[src/rtl/pll_reset_seq.sv]
// ---------------------------------------------------------------------------
// pll_reset_seq
//
// PLL supervisor and reset sequencer. Runs on the PLL reference clock, holds
// the PLL in reset, qualifies its lock indication, then releases NUM_CH
// downstream domain resets one after another (ch0 first). A PLL that fails to
// lock within the cycle budget is retried, up to MAX_RETRY times, before the
// block parks in a sticky fault. Losing lock after release pulls every
// channel back into reset and restarts the whole bring-up.
//
// Ports:
//   clki          in   reference clock (PLL CLKI)
//   rst_n         in   asynchronous active-low reset
//   pll_locked    in   PLL LOCK, asynchronous to clki (synchronised here)
//   soft_rst      in   synchronous pulse, restarts the full sequence
//   pll_rst       out  PLL RST, active high
//   ch_rst_n      out  per-domain resets, active low, released in order
//   all_ready     out  every channel released and PLL running
//   fault         out  retry limit exhausted (sticky until rst_n/soft_rst)
//   retry_cnt     out  PLL retries used by the current bring-up
//   lock_loss_cnt out  number of lock-loss events
//
// Build option:
//   PLL_RESET_SEQ_LOCK_LOSS_COUNT_EN - when defined, lock_loss_cnt is a
//   saturating 16-bit event counter cleared only by rst_n. When undefined the
//   port is tied to zero and no counter is built.
// ---------------------------------------------------------------------------
module pll_reset_seq #(
    parameter int NUM_CH              = 4,
    parameter int PLL_RST_CYCLES      = 16,
    parameter int LOCK_STABLE_CYCLES  = 1024,
    parameter int CH_GAP_CYCLES       = 16,
    parameter int LOCK_TIMEOUT_CYCLES = 65536,
    parameter int MAX_RETRY           = 3
) (
    input  logic                           clki,
    input  logic                           rst_n,
    input  logic                           pll_locked,
    input  logic                           soft_rst,
    output logic                           pll_rst,
    output logic [NUM_CH-1:0]              ch_rst_n,
    output logic                           all_ready,
    output logic                           fault,
    output logic [$clog2(MAX_RETRY+1)-1:0] retry_cnt,
    output logic [15:0]                    lock_loss_cnt
);

    localparam int PW = $clog2(PLL_RST_CYCLES + 1);
    localparam int SW = $clog2(LOCK_STABLE_CYCLES + 1);
    localparam int GW = $clog2(CH_GAP_CYCLES + 1);
    localparam int TW = $clog2(LOCK_TIMEOUT_CYCLES + 1);
    localparam int RW = $clog2(MAX_RETRY + 1);

    // Terminal values: each counter acts on the edge where it would reach its
    // limit, so it never has to hold (or wrap past) the limit itself.
    localparam logic [PW-1:0]     PRST_LAST = PW'(PLL_RST_CYCLES - 1);
    localparam logic [SW-1:0]     STAB_LAST = SW'(LOCK_STABLE_CYCLES - 1);
    localparam logic [GW-1:0]     GAP_LAST  = GW'(CH_GAP_CYCLES - 1);
    localparam logic [TW-1:0]     TMO_LAST  = TW'(LOCK_TIMEOUT_CYCLES - 1);
    localparam logic [RW-1:0]     RETRY_MAX = RW'(MAX_RETRY);
    localparam logic [NUM_CH-1:0] CH_FIRST  = NUM_CH'(1);

    typedef enum logic [2:0] {
        S_PLL_RST,
        S_WAIT_LOCK,
        S_STABLE,
        S_RELEASE,
        S_RUN,
        S_FAULT
    } state_t;

    state_t              state_q;
    logic                sync_q;
    logic                lk_q;
    logic [PW-1:0]       rst_cnt_q;
    logic [TW-1:0]       tmo_cnt_q;
    logic [SW-1:0]       stab_cnt_q;
    logic [GW-1:0]       gap_cnt_q;
    logic                pll_rst_q;
    logic [NUM_CH-1:0]   ch_rst_n_q;
    logic                all_ready_q;
    logic                fault_q;
    logic [RW-1:0]       retry_q;

    logic                tmo_hit;
    logic                retry_ok;

    assign tmo_hit  = (tmo_cnt_q == TMO_LAST);
    assign retry_ok = (retry_q < RETRY_MAX);

    // Two-flop synchroniser for the asynchronous PLL lock; only lk_q is used.
    always_ff @(posedge clki or negedge rst_n) begin
        if (!rst_n) begin
            sync_q <= 1'b0;
            lk_q   <= 1'b0;
        end else begin
            sync_q <= pll_locked;
            lk_q   <= sync_q;
        end
    end

    always_ff @(posedge clki or negedge rst_n) begin
        if (!rst_n) begin
            state_q     <= S_PLL_RST;
            rst_cnt_q   <= '0;
            tmo_cnt_q   <= '0;
            stab_cnt_q  <= '0;
            gap_cnt_q   <= '0;
            pll_rst_q   <= 1'b1;
            ch_rst_n_q  <= '0;
            all_ready_q <= 1'b0;
            fault_q     <= 1'b0;
            retry_q     <= '0;
        end else if (soft_rst) begin
            state_q     <= S_PLL_RST;
            rst_cnt_q   <= '0;
            tmo_cnt_q   <= '0;
            stab_cnt_q  <= '0;
            gap_cnt_q   <= '0;
            pll_rst_q   <= 1'b1;
            ch_rst_n_q  <= '0;
            all_ready_q <= 1'b0;
            fault_q     <= 1'b0;
            retry_q     <= '0;
        end else begin
            case (state_q)
                S_PLL_RST: begin
                    if (rst_cnt_q == PRST_LAST) begin
                        state_q   <= S_WAIT_LOCK;
                        pll_rst_q <= 1'b0;
                        tmo_cnt_q <= '0;
                    end else begin
                        rst_cnt_q <= rst_cnt_q + 1'b1;
                    end
                end

                // Both qualification states share the attempt budget; the
                // timeout is checked first so it beats a same-cycle lock.
                S_WAIT_LOCK, S_STABLE: begin
                    if (tmo_hit) begin
                        if (retry_ok) begin
                            retry_q   <= retry_q + 1'b1;
                            state_q   <= S_PLL_RST;
                            rst_cnt_q <= '0;
                            pll_rst_q <= 1'b1;
                        end else begin
                            state_q   <= S_FAULT;
                            pll_rst_q <= 1'b1;
                            fault_q   <= 1'b1;
                        end
                    end else begin
                        tmo_cnt_q <= tmo_cnt_q + 1'b1;
                        if (state_q == S_WAIT_LOCK) begin
                            if (lk_q) begin
                                state_q    <= S_STABLE;
                                stab_cnt_q <= '0;
                            end
                        end else if (!lk_q) begin
                            state_q    <= S_WAIT_LOCK;
                            stab_cnt_q <= '0;
                        end else if (stab_cnt_q == STAB_LAST) begin
                            state_q    <= S_RELEASE;
                            ch_rst_n_q <= CH_FIRST;
                            gap_cnt_q  <= '0;
                        end else begin
                            stab_cnt_q <= stab_cnt_q + 1'b1;
                        end
                    end
                end

                // ch_rst_n fills from bit 0 upward, so release order is
                // guaranteed by construction; the top bit marks the last one.
                S_RELEASE: begin
                    if (!lk_q) begin
                        state_q     <= S_PLL_RST;
                        rst_cnt_q   <= '0;
                        pll_rst_q   <= 1'b1;
                        ch_rst_n_q  <= '0;
                        all_ready_q <= 1'b0;
                        retry_q     <= '0;
                    end else if (gap_cnt_q == GAP_LAST) begin
                        gap_cnt_q <= '0;
                        if (ch_rst_n_q[NUM_CH-1]) begin
                            state_q     <= S_RUN;
                            all_ready_q <= 1'b1;
                        end else begin
                            ch_rst_n_q <= (ch_rst_n_q << 1) | CH_FIRST;
                        end
                    end else begin
                        gap_cnt_q <= gap_cnt_q + 1'b1;
                    end
                end

                // retry_q is deliberately left alone here so software can see
                // how many attempts the last bring-up needed.
                S_RUN: begin
                    if (!lk_q) begin
                        state_q     <= S_PLL_RST;
                        rst_cnt_q   <= '0;
                        pll_rst_q   <= 1'b1;
                        ch_rst_n_q  <= '0;
                        all_ready_q <= 1'b0;
                        retry_q     <= '0;
                    end
                end

                S_FAULT: begin
                    pll_rst_q   <= 1'b1;
                    ch_rst_n_q  <= '0;
                    all_ready_q <= 1'b0;
                    fault_q     <= 1'b1;
                end

                default: begin
                    state_q   <= S_PLL_RST;
                    rst_cnt_q <= '0;
                    pll_rst_q <= 1'b1;
                end
            endcase
        end
    end

`ifdef PLL_RESET_SEQ_LOCK_LOSS_COUNT_EN
    logic [15:0] loss_cnt_q;
    logic        loss_evt;

    // Same condition the FSM uses to abandon RELEASE/RUN; a coincident
    // soft_rst takes precedence, so that cycle is not counted as a loss.
    assign loss_evt = !soft_rst && !lk_q && (state_q == S_RELEASE || state_q == S_RUN);

    always_ff @(posedge clki or negedge rst_n) begin
        if (!rst_n) begin
            loss_cnt_q <= '0;
        end else if (loss_evt && (loss_cnt_q != 16'hFFFF)) begin
            loss_cnt_q <= loss_cnt_q + 16'd1;
        end
    end

    assign lock_loss_cnt = loss_cnt_q;
`else
    assign lock_loss_cnt = 16'h0000;
`endif

    assign pll_rst   = pll_rst_q;
    assign ch_rst_n  = ch_rst_n_q;
    assign all_ready = all_ready_q;
    assign fault     = fault_q;
    assign retry_cnt = retry_q;

endmodule

[config.mk]
export PLATFORM = sky130hd
export DESIGN_NAME = pll_reset_seq
export DESIGN_NICKNAME = d
export VERILOG_FILES = /design/src/rtl/pll_reset_seq.sv
export SDC_FILE = /design/constraint.sdc
export NUM_CORES = 1
export LEC_CHECK = 0
export ABC_CLOCK_PERIOD_IN_PS = 4750
export CORE_MARGIN = 3
export CORE_UTILIZATION = 60
export CTS_CLUSTER_SIZE = 12
export DETAILED_ROUTE_END_ITERATION = 12
export PLACE_DENSITY_LB_ADDON = 0.25
export SLEW_MARGIN = 40
export SYNTH_ARGS = -nofsm -noshare
export SYNTH_HDL_FRONTEND = slang
export SYNTH_SLANG_ARGS = --single-unit
[constraint.sdc]
create_clock -name clki -period 4.75 [get_ports clki]
set_clock_uncertainty 0.1 [all_clocks]
set_input_delay 0.95 -clock clki [delete_from_list [all_inputs] [get_ports clki]]
set_output_delay 0.95 -clock clki [all_outputs]
set_load 0.005 [all_outputs]
; Yosys cells after proc, flatten, opt, wreduce, memory -nomap -nowiden
; Cells that the tools add are included.
[totals]
ff_bits = 52
out_inout_bits = 25
input_bits = 4
wordCells = 138
[op_classes]
magnitude_cmp = 1
add_sub_neg = 5
eq_ne = 30
mux = 68
reduce_logical = 21
[op_table]
columns = operator, count
row1 = two-way mux 11 bit, 7
row2 = two-way mux 5 bit, 12
row3 = two-way mux 17 bit, 3
row4 = "!= test 3 bit, second input constant", 13
row5 = two-way mux 3 bit, 12
row6 = two-way mux 4 bit, 9
row7 = case mux 17 bit (2 select lines), 1
row8 = case mux 5 bit (4 select lines), 1
row9 = "adder 17 x 1 -> 17 bit, second input constant", 1
row10 = "equality test 17 x 16 -> 1 bit, second input constant", 1
row11 = "!= test 4 bit, second input constant", 4
row12 = case mux 4 bit (4 select lines), 1
row13 = case mux 3 bit (5 select lines), 1
row14 = AND reduction 7 bit, 2
row15 = two-way mux 1 bit, 12
row16 = AND reduction 4 bit, 3
row17 = nonzero test 3 bit, 4
row18 = "adder 11 x 1 -> 11 bit, second input constant", 1
row19 = "equality test 11 x 10 -> 1 bit, second input constant", 1
row20 = "adder 5 x 1 -> 5 bit, second input constant", 2
row21 = "equality test 5 x 4 -> 1 bit, second input constant", 2
row22 = case mux 5 bit (2 select lines), 1
row23 = AND reduction 3 bit, 3
row24 = two-way mux 2 bit, 4
row25 = other kinds (19), 24

; Logic depth before layout (Yosys ltp)
[logic_depth]
ltp_word = 7
ltp_mapped = 12
mapped_depth_nobuf = 11

; Least setup slack after synthesis
; No wires, ideal clock.
[synth_path]
path_kind = register to register
startpoint = reg tmo_cnt_q[7]
endpoint = reg rst_cnt_q[0]
required_ns = 4.584
n_path_buf = 2
path_stages_with_launch = 12
arrival_time_ns = 2.515
synth_period_minus_slack_ns = 2.681
setup_slack_ns = 2.069
setup_time_ns = 0.066
cell_sequence = dfrtp_1 > clkbuf_1 > and4_1 > and3_1 > nand3_1 > nor2_1 > ha_1 > nor2_2 > o31a_1 > buf_6 > or4_1 > nand2_1
[synth_via]
elab_chain_cells = 3
[synth_lines]
columns = item, line
row1 = start: declaration, 76  ; logic [TW-1:0] tmo_cnt_q;
row2 = start signal: assignment, 152  ; tmo_cnt_q <= tmo_cnt_q + 1'b1;
row3 = equality test 17 x 16 -> 1 bit, 88  ; assign tmo_hit = (tmo_cnt_q == TMO_LAST);
row4 = != test 3 bit (no line), n/a
row5 = AND reduction 5 bit (no line), n/a
row6 = end signal: assignment, 133  ; rst_cnt_q <= rst_cnt_q + 1'b1;
row7 = end: declaration, 75  ; logic [PW-1:0] rst_cnt_q;
; Every way passes these cells.
; A chain may end at the register's enable or synchronous reset.

; Final worst setup path
[layout_path]
startpoint = in soft_rst
endpoint = reg tmo_cnt_q[9]
[layout_via]
elab_chain_cells = 2
elab_cells_between_ends = 5
cone_classes = eq/ne (2) / mux (1) / reduce/logical (2)
[layout_lines]
columns = item, line
row1 = start: declaration, 39  ; input logic soft_rst,
row2 = != test 3 bit (no line) / nonzero test 3 bit (equally long branches), n/a
row3 = AND reduction 3 bit (no line), n/a
; Parallel ways exist; a longest one is shown, timed or not.

==> results by group <==
Global route
  – First-pass GRT wire length: 11,400 um
  – Total grt overflow: 0
  – Total global-route track usage: 0.226
  – Vias in the first global route: 2,453
  – Initial antenna violation count: 0
  – Largest net degree at the start of global routing: 53

Detailed routing
  – DR DRC count: 0
  – Remaining antenna violation count: 0
  – Pre-Repair DR Iteration Count: 5
  – WL per Instance: 15.1 um
  – Via count: 2,587
  – Drt total wl: 6550 um
  – Drt first-iter violations: 174
  – Drt via density: 5.97

Setup path
  – FF-to-FF End: retry_cnt[0]
  – Critical Path Fanout Max: 16
  – WP data arrival: 3230 ps
  – Max incr delay on CP: 720 ps
  – WP data required: 4900 ps
  – Crit-path cells: clkdlybuf4s50_1 > or2_1 > or3_1 > nor4_2 > nand3_1 > o21ai_1
  – Reg2Reg Depth: 10
  – Critical path's slowest cell: clkdlybuf4s50_1
  – CP top delay family: simple AND/OR/NAND/NOR gates
  – Buf/Inv on CP: 1
  – Setup Crit Path Kind: primary input to flop
  – Crit. End Element: flop
  – Startpoint Class: primary input
  – R2r startpoint: tmo_cnt_q[0]
  – FF-to-FF setup slack: 1760 ps

Yosys
  – Cell taking the most area after synthesis: dfrtp_1
  – Synthesized instance count: 358
  – Netlist cell types: 63
  – Post-Syn Area: 3220 um2
  – Yosys warnings: 0
  – Flops & latches, synth: 52
  – Most common flop cell mapped by yosys: dfrtp_1
  – Yosys top cell area share: 0.396
  – Synth area leaders: dfrtp_1 40%, o21ai_0 5.6%, buf_4 3.7%, nand2_1 3.4%, ha_1 3.1%
  – Syn avg cell area: 9.00 um2
  – Asr flop ratio synth: 1.00
  – Seq/Total Area, Yosys: 0.404
  – Number of synthesized flops with an enable pin: 0

Pwr
  – Combinational share of power: 0.360
  – PD cells: 413 nW/um2
  – Internal power: 856 uW
  – Seq pwr share: 0.410
  – Clock power share: 0.230
  – P_sw: 543 uW
  – Peak supply drop: 235 uV
  – Leakage: 0.00139 uW
  – Final Power: 1400 uW
  – Sw Share: 0.388

Cells and area
  – Post-Layout Cell Count: 433
  – Filler cells: 445
  – Most frequent cells in the layout: 51 x dfrtp_1, 36 x o21ai_0, 29 x nand2_1
  – Antenna Cells: 0
  – Share of layout cells above drive strength 1: 0.0744
  – Area Overhead vs Synth: 5.24%
  – Design Area, Final: 3390 um2
  – Commonest non-fill, non-tap cell in the layout: dfrtp_1
  – NumNets Final: 374

Die
  – Initial Util: 0.627
  – Total die area: 6280 um2
  – IO Pins: 29
  – Die H: 79.3 um
  – Core area: 5140 um2
  – Die width: 79.3 um
  – # rows: 26

Timing
  – Unrepaired setup endpoints after global routing: no
  – Slew headroom: 0.507
  – Fin. max-slew vios: 0
  – Worst-Margin Slew: 736 ps
  – Fin crit share: 0.649
  – TNS Setup: 0 ps
  – Endpoints failing hold: 0
  – FMAX: 324 MHz
  – Setup Viol. Count Final: 0
  – Min cycle time layout: 3080 ps

Outcome
  – Status: completed

Job
  – Max Cap Viol: 0

Clock tree
  – Clock slew at reported path FFs: 100 ps
  – Hold buffers post-CTS: 0
  – H-Tree Level Count: 2
  – Number of gates resized after CTS: 0
  – Clock Latency Late Sink: 320 ps
  – Clock tree buffer depth: 2
  – CTS Buf Count: 5
  – # Post-CTS Setup Buffers: 0
  – Clock sink total: 52
  – CTS Root Buffer Type: clkbuf_8
  – CTS tree: built

Place
  – Placer Congestion: 0.839
  – Placed inst area: 3270 um2
  – Port bufs: 12
  – Placed cells: 425
  – Post-DP HPWL: 4570 um

Min path
  – Worst Hold Depth: 0
  – Hold endpoint: lk_q
  – Worst hold-check path type: flop to flop
  – HP Start: sync_q
-- through the flow --
step	utilization	hold WS, ps	worst slack (ps)
6_report	0.659	259	1670
5_1_grt	0.659	290	1450
4_1_cts	0.659	266	1670
3_5_place_dp	0.637	244	1350
3_3_place_gp	0.637	232	1370
2_1_floorplan	-	231	2070
-- synth_stat cells (6+ instances only) --
master and count:
a21oi_1 16, a31oi_1 9, and2_1 7, buf_2 8, buf_4 16, dfrtp_1 51, ha_1 8, inv_1 12
nand2_1 29, nand2b_1 10, nand3_1 19, nor2_1 22, nor2b_1 6, nor3_1 7, o21ai_0 36, o21ai_1 11
o31ai_1 12
-- final cells by class --
| type | instances | area, um2 | share of cell area |
|---|---|---|---|
| clock inverters | 3 | 46.3 | 0.0137 |
| flip-flops and latches | 52 | 1300 | 0.384 |
| clock buffers | 5 | 68.8 | 0.0203 |
| well taps | 70 | 87.6 | 0.0258 |
| multi-input cells | 277 | 1710 | 0.504 |
| inverters | 12 | 45.0 | 0.0133 |
| repair buffers | 14 | 130 | 0.0384 |
-- metal layers --
layer	GRT usage	up-vias	part of all wire
met3	0.0454	5	0.049
met1	0.308	1246	0.46
met5	0	-	0
met4	0.0515	0	0.0066
li1	-	1276	-
met2	0.371	60	0.48
-- flip-flops by register name, summed over array words and instances (netlist names) --
register and count:
pll_rst 1, rst_cnt_q 5, gap_cnt_q 5, ch_rst_n 4, sync_q 1, all_ready 1
lk_q 1, tmo_cnt_q 17, state_q 3, retry_cnt 2, stab_cnt_q 11, fault 1
-- power groups by stage --
stage	Combinational, uW	Sequential, uW	Clock, uW
after floorplan	445	535	0
after global placement	488	577	0
after detailed placement	500	582	0
after CTS	503	572	329
after global routing	562	586	345
final	503	574	322
-- cell families after synthesis --
kind of cell,after synthesis,share of synthesized area
simple gates,132,0.221
compound gates,115,0.237
flops,52,0.404
buf+inv,44,0.0824
fa+ha+maj,8,0.0311
xor+xnor,3,0.0140
mux,3,0.00971
other cells,1,0.00116
-- worst max path at each step --
stage,from,to,slack [ps],cells after the start
6_report,soft_rst,tmo_cnt_q[9],1670,6
3_5_place_dp,soft_rst,tmo_cnt_q[9],1350,6
5_1_grt,soft_rst,tmo_cnt_q[9],1450,6
2_1_floorplan,tmo_cnt_q[7],rst_cnt_q[0],2070,11
3_3_place_gp,soft_rst,tmo_cnt_q[9],1370,6
4_1_cts,soft_rst,tmo_cnt_q[9],1670,6
Power figures use the tool's default switching activity.
